==> config.mk <==
export PLATFORM = sky130hd
export DESIGN_NAME = sine_sample_sequencer
export DESIGN_NICKNAME = d
export VERILOG_FILES = /design/src/rtl/sine_sample_sequencer.sv
export SDC_FILE = /design/constraint.sdc
export NUM_CORES = 1
export LEC_CHECK = 0
export BUFFER_PORTS_ARGS = -buffer_cell sky130_fd_sc_hd__buf_2
export CAP_MARGIN = 20
export CORE_MARGIN = 3
export CORE_UTILIZATION = 45
export CTS_CLUSTER_SIZE = 14
export DETAILED_ROUTE_END_ITERATION = 10
export MAX_ROUTING_LAYER = met4
export PLACE_DENSITY = 0.66
export SETUP_SLACK_MARGIN = 0.3
export SLEW_MARGIN = 25
export SYNTH_ARGS = -nofsm -noshare
export SYNTH_HDL_FRONTEND = slang
export SYNTH_SLANG_ARGS = --single-unit
export TNS_END_PERCENT = 10
==> constraint.sdc <==
create_clock -name clock -period 3.3 [get_ports clock]
set_input_delay 0.66 -clock clock [delete_from_list [all_inputs] [get_ports clock]]
set_output_delay 0.66 -clock clock [all_outputs]
set_load 0.05 [all_outputs]
==> src/rtl/sine_sample_sequencer.sv <==
// Phase-accumulator address sequencer feeding the 1024x16 sine ROM and presenting one sample per period to the DSM.
// Optional build macro AMPLITUDE_SCALE_EN inserts a gain stage (SCALE state) after CAPTURE.
module sine_sample_sequencer #(
    parameter int ADDR_W      = 10,
    parameter int DATA_W      = 16,
    parameter int PHASE_W     = 24,
    parameter int DIV_W       = 16,
    parameter int ROM_LATENCY = 2
) (
    input  logic               clock,
    input  logic               reset_n,
    input  logic               enable,
    input  logic [PHASE_W-1:0] tuning_word,
    input  logic [DIV_W-1:0]   sample_div,
    input  logic [7:0]         amplitude,
    output logic [ADDR_W-1:0]  rom_address,
    input  logic [DATA_W-1:0]  rom_q,
    output logic [DATA_W-1:0]  sample,
    output logic               sample_valid,
    output logic               busy,
    output logic               overrun
);

    localparam int WCNT_W = (ROM_LATENCY > 1) ? $clog2(ROM_LATENCY + 1) : 1;
    localparam logic [DATA_W-1:0] MID = {1'b1, {(DATA_W-1){1'b0}}};

`ifdef AMPLITUDE_SCALE_EN
    typedef enum logic [2:0] {S_IDLE, S_ISSUE, S_WAIT, S_CAPTURE, S_SCALE} state_t;
`else
    typedef enum logic [1:0] {S_IDLE, S_ISSUE, S_WAIT, S_CAPTURE} state_t;
`endif

    state_t              state_q, state_d;
    logic [DIV_W-1:0]    div_q, div_d;
    logic [WCNT_W-1:0]   wait_q, wait_d;
    logic [PHASE_W-1:0]  phase_q, phase_d;
    logic [ADDR_W-1:0]   addr_q, addr_d;
    logic [DATA_W-1:0]   sample_q, sample_d;
    logic                valid_q, valid_d;
    logic                ovr_q, ovr_d;
    logic                tick;

`ifdef AMPLITUDE_SCALE_EN
    logic [DATA_W-1:0]        raw_q, raw_d;
    logic [7:0]               amp_q, amp_d;
    logic [7:0]               gain;
    logic signed [DATA_W+8:0] prod;
    logic [8:0]               unused_prod;

    // Gain saturates at 128 (unity); the product is centred on mid-scale and floored by >>> 7.
    assign gain        = (amp_q >= 8'd128) ? 8'd128 : amp_q;
    assign prod        = $signed(raw_q ^ MID) * $signed({1'b0, gain});
    assign unused_prod = {prod[DATA_W+8:DATA_W+7], prod[6:0]};
`else
    logic unused_amp;
    assign unused_amp = ^amplitude;
`endif

    assign tick = enable && (div_q == sample_div);

    always_comb begin
        state_d  = state_q;
        wait_d   = wait_q;
        phase_d  = phase_q;
        addr_d   = addr_q;
        sample_d = sample_q;
        valid_d  = 1'b0;
        div_d    = (!enable || tick) ? '0 : div_q + DIV_W'(1);
        ovr_d    = enable && (ovr_q || (tick && state_q != S_IDLE));
`ifdef AMPLITUDE_SCALE_EN
        raw_d    = raw_q;
        amp_d    = amp_q;
`endif
        if (!enable) begin
            state_d = S_IDLE;
        end else begin
            case (state_q)
                // Address is loaded on the IDLE->ISSUE edge so it is already on the ROM bus during ISSUE.
                S_IDLE: if (tick) begin
                    state_d = S_ISSUE;
                    addr_d  = phase_q[PHASE_W-1 -: ADDR_W];
                end
                S_ISSUE: begin
                    wait_d  = WCNT_W'(ROM_LATENCY - 1);
                    state_d = (ROM_LATENCY > 1) ? S_WAIT : S_CAPTURE;
                end
                S_WAIT: begin
                    wait_d = wait_q - WCNT_W'(1);
                    if (wait_q == WCNT_W'(1)) state_d = S_CAPTURE;
                end
                S_CAPTURE: begin
                    phase_d = phase_q + tuning_word;
`ifdef AMPLITUDE_SCALE_EN
                    raw_d   = rom_q;
                    amp_d   = amplitude;
                    state_d = S_SCALE;
                end
                S_SCALE: begin
                    sample_d = prod[DATA_W+6:7] ^ MID;
                    valid_d  = 1'b1;
                    state_d  = S_IDLE;
`else
                    sample_d = rom_q;
                    valid_d  = 1'b1;
                    state_d  = S_IDLE;
`endif
                end
                default: state_d = S_IDLE;
            endcase
        end
    end

    always_ff @(posedge clock or negedge reset_n) begin
        if (!reset_n) begin
            state_q  <= S_IDLE;
            div_q    <= '0;
            wait_q   <= '0;
            phase_q  <= '0;
            addr_q   <= '0;
            sample_q <= MID;
            valid_q  <= 1'b0;
            ovr_q    <= 1'b0;
`ifdef AMPLITUDE_SCALE_EN
            raw_q    <= MID;
            amp_q    <= '0;
`endif
        end else begin
            state_q  <= state_d;
            div_q    <= div_d;
            wait_q   <= wait_d;
            phase_q  <= phase_d;
            addr_q   <= addr_d;
            sample_q <= sample_d;
            valid_q  <= valid_d;
            ovr_q    <= ovr_d;
`ifdef AMPLITUDE_SCALE_EN
            raw_q    <= raw_d;
            amp_q    <= amp_d;
`endif
        end
    end

    assign rom_address  = addr_q;
    assign sample       = sample_q;
    assign sample_valid = valid_q;
    assign busy         = (state_q != S_IDLE);
    assign overrun      = ovr_q;

endmodule

==> impl_metrics.toml <==
[synth]
synth.avg_cell_area_um2 = 9.34
yosys_warnings = 0
synth.yosys.seq_area_share = 0.409
synth_area_mm2 = 0.00441
register_bit_count_reported_by_yosys = 72
mappedNetlistNets = 569
synth_edf_count = 0
yosys_most_used_dff = "sky130_fd_sc_hd__dfrtp_1"
post_synth_cell_types = 52
async_flop_share = 1.00
post_synth_inst_count = 472

[global_route]
overflow = 0
grt_pass1_wl_um = 16600
grt_start_max_net_pins = 73
grt_pass1_vias = 3666
grt_use_total = 0.186
antenna_found_initial = 0

[critical_path]
worst-endpoint-arrival_ns = 2.67
number_of_cells_traversed_by_the_worst_register_to_register_path = 8
crit_required_ns = 3.54
rrSetupSlack_ns = 0.90
crit_path_start_kind = "input port"
timing.setup.critical_path_class = "input port to flip-flop"
setup.worst_path.end_class = "flip-flop"
cp_max_fo = 4

[detailed_routing]
avgRoutedWirePerCell_um = 13.6
routed_wirelength_um = 9350
remaining_drc_errors = 0
detail_route.iter0.violations = 92
avgViaCountPerCell = 5.19
detailroute.via_count = 3577
drt-pass1-iter-count = 4
drtAntennaViolNets = 0

[cts]
clock_insertion_delay_at_the_later_pin_of_the_skew_report_ns = 0.35
htree_num_levels = 3
postCtsSetupBuffers = 0
clock_tree_from_tritoncts = "built"
cts_made_buffers = 9
clock_input_transition_at_the_sequential_cells_of_the_worst_setup_and_hold_paths_ns = 0.08
clk_path_buf_depth = 2
hold_buffers = 0
clkSinkCount = 72
clock-root-buffer = "sky130_fd_sc_hd__clkbuf_8"
post_cts_sizing = 0

[floorplanning]
placement_rows = 35
initial_core_util = 0.470
io-pin-count = 96
design.die.area_mm2 = 0.0110
placeableCoreArea_mm2 = 0.00937
chip_width_um = 105
die_extent_in_y_um = 105

[outcome]
result_of_the_run = "finished clean"

[sta]
fin_tns_setup_ns = 0
setup_viol = 0
max_clock_freq_ghz = 0.410
min_period_over_period = 0.739
timing.clock.skew_ns = 0.0154
fin_hold_ws_ns = 0.426
hold_viol = 0
rsz0062_at_grt = "false"
tightestPinTransition_ns = 0.924
slew_viol_final = 0
worst_slew_margin_rel = 0.384
fin_crit_ns = 2.44

[power]
cellLeakagePower_nw = 2.70
powerDensity_mw_per_mm2 = 336
ir_drop_uv = 186

[placement]
port_buffers = 87
place_hpwl_um = 6970
place.gp.congestion = 0.854

[final_layout]
areaGrowthSynthToFinish_pct = 16.4
post_route_cells_drive_above_1_share = 0.231
num-nets-final = 651

[worst_hold_path]
worst_hold_path_type = "input port to async pin"

[flow_run]
cap_violations = 0
flip-flops by register name (all words and copies together) (netlist names):
signal,count
phase_q,24
div_q,16
sample,16
rom_address,10
state_q,2
wait_q,2
overrun,1
sample_valid,1
critical path, stage by stage:
cell and delay, ns:
sky130_fd_sc_hd__buf_2 0.10, sky130_fd_sc_hd__ha_1 0.23, sky130_fd_sc_hd__fa_1 0.41, sky130_fd_sc_hd__a21o_1 0.20
sky130_fd_sc_hd__a31o_1 0.26, sky130_fd_sc_hd__nand2_1 0.16, sky130_fd_sc_hd__a211oi_1 0.12, sky130_fd_sc_hd__or3_1 0.32
sky130_fd_sc_hd__a31o_1 0.22
cell usage after synthesis (all sizes together), types with 3 or more instances:
library cell,instances,share of area
a211oi,5,0.012
a21o,13,0.022
a21oi,26,0.030
a31oi,3,0.0043
and3,7,0.0099
buf,9,0.013
clkbuf,9,0.0079
dfrtp,71,0.40
ha,29,0.082
inv,9,0.0077
mux2,11,0.037
nand2,101,0.086
nand3,15,0.017
nand4,9,0.014
nor2,26,0.026
nor2b,3,0.0043
nor3,7,0.0079
nor4,4,0.011
o211ai,3,0.0062
o21a,4,0.0068
o21ai,30,0.034
o21bai,4,0.0068
o31ai,5,0.0097
or3,3,0.0043
xnor2,15,0.030
xor2,31,0.062
metrics by stage:
stage	power, W	utilization	std cells	area [µm²]	setup WS (ns)
final	0.00172	0.547	689	5130	0.863
after global routing	0.00180	0.547	688	5130	0.782
after CTS	0.00175	0.547	688	5130	0.888
after detailed placement	0.00104	0.526	672	4930	0.518
after global placement	0.00104	0.526	672	4930	0.547
after floorplan	0.000977	-	472	4410	0.812
where the power goes:
group	total [W]	switching, W	leakage (nW)	internal, W
clock network	0.000698	0.000346	0.0929	0.000352
registers	0.000889	0.00000413	1.00	0.000885
logic	0.000135	0.0000790	1.61	0.0000562
cells in the final DEF, fill, tap and decap left out, types with 3 or more instances in the layout:
| master | Yosys | final |
|---|---|---|
| sky130_fd_sc_hd__xor2_1 | 31 | 31 |
| sky130_fd_sc_hd__nor2_1 | 25 | 25 |
| sky130_fd_sc_hd__nand4_1 | 8 | 8 |
| sky130_fd_sc_hd__nand3_1 | 15 | 15 |
| sky130_fd_sc_hd__a21o_1 | 13 | 13 |
| sky130_fd_sc_hd__nor4_2 | 4 | 4 |
| sky130_fd_sc_hd__a211oi_2 | 3 | 3 |
| sky130_fd_sc_hd__and3_1 | 7 | 7 |
| sky130_fd_sc_hd__xnor2_1 | 15 | 15 |
| sky130_fd_sc_hd__o21ai_1 | 3 | 3 |
| sky130_fd_sc_hd__clkbuf_8 | 0 | 9 |
| sky130_fd_sc_hd__or3_1 | 3 | 3 |
| sky130_fd_sc_hd__buf_2 | 6 | 86 |
| sky130_fd_sc_hd__o21bai_1 | 4 | 4 |
| sky130_fd_sc_hd__a21oi_1 | 25 | 25 |
| sky130_fd_sc_hd__ha_1 | 29 | 29 |
| sky130_fd_sc_hd__dfrtp_1 | 71 | 71 |
| sky130_fd_sc_hd__o21a_1 | 4 | 4 |
| sky130_fd_sc_hd__buf_4 | 0 | 3 |
| sky130_fd_sc_hd__nor3_1 | 7 | 7 |
| sky130_fd_sc_hd__o21ai_0 | 27 | 27 |
| sky130_fd_sc_hd__nor2b_1 | 3 | 3 |
| sky130_fd_sc_hd__mux2_4 | 10 | 10 |
| sky130_fd_sc_hd__inv_1 | 9 | 9 |
| sky130_fd_sc_hd__nand2_1 | 101 | 100 |
| sky130_fd_sc_hd__a31oi_1 | 3 | 3 |
| sky130_fd_sc_hd__o31ai_1 | 4 | 4 |
worst paths after layout:
path,from,endpoint
max reg2reg,phase_q[0]$_DFFE_PN0P_,phase_q[22]$_DFFE_PN0P_
min,reset_n,rom_address[3]$_DFFE_PN0P_
max in group asynchronous,reset_n,phase_q[18]$_DFFE_PN0P_
min reg2reg,sample[15]$_DFFE_PN1P_,sample[15]$_DFFE_PN1P_
min in group clock,sample[15]$_DFFE_PN1P_,sample[15]$_DFFE_PN1P_
max,tuning_word[0],phase_q[22]$_DFFE_PN0P_
kinds of logic after synthesis:
kind of cell,count (synthesis),share of synthesized area
adders and majority gates,30,0.0869
muxes,13,0.0412
AOI/OAI and AO/OA,105,0.155
DFF,72,0.409
and+or+nand+nor,179,0.188
xor gates and xnor gates,46,0.0914
buffers and inverters,27,0.0284
layout make-up:
type / count / area, µm²
Multi-Input combinational cell: 373 / 2480
Fill cell: 916 / 4240
Clock buffer: 10 / 128
Inverter: 9 / 33.8
Clock inverter: 6 / 67.6
Antenna cell: 1 / 2.50
Timing Repair Buffer: 89 / 453
Sequential cell: 72 / 1800
Tap cell: 129 / 161
routing by layer:
metal,up-vias,track usage,wire length (µm)
li1,1808,-,-
met1,1668,0.243,4570
met3,12,0.0321,442
met2,89,0.293,4220
met4,0,0.0647,123
met5,-,-,0
Note: power is estimated with default switching activity, not from simulation.
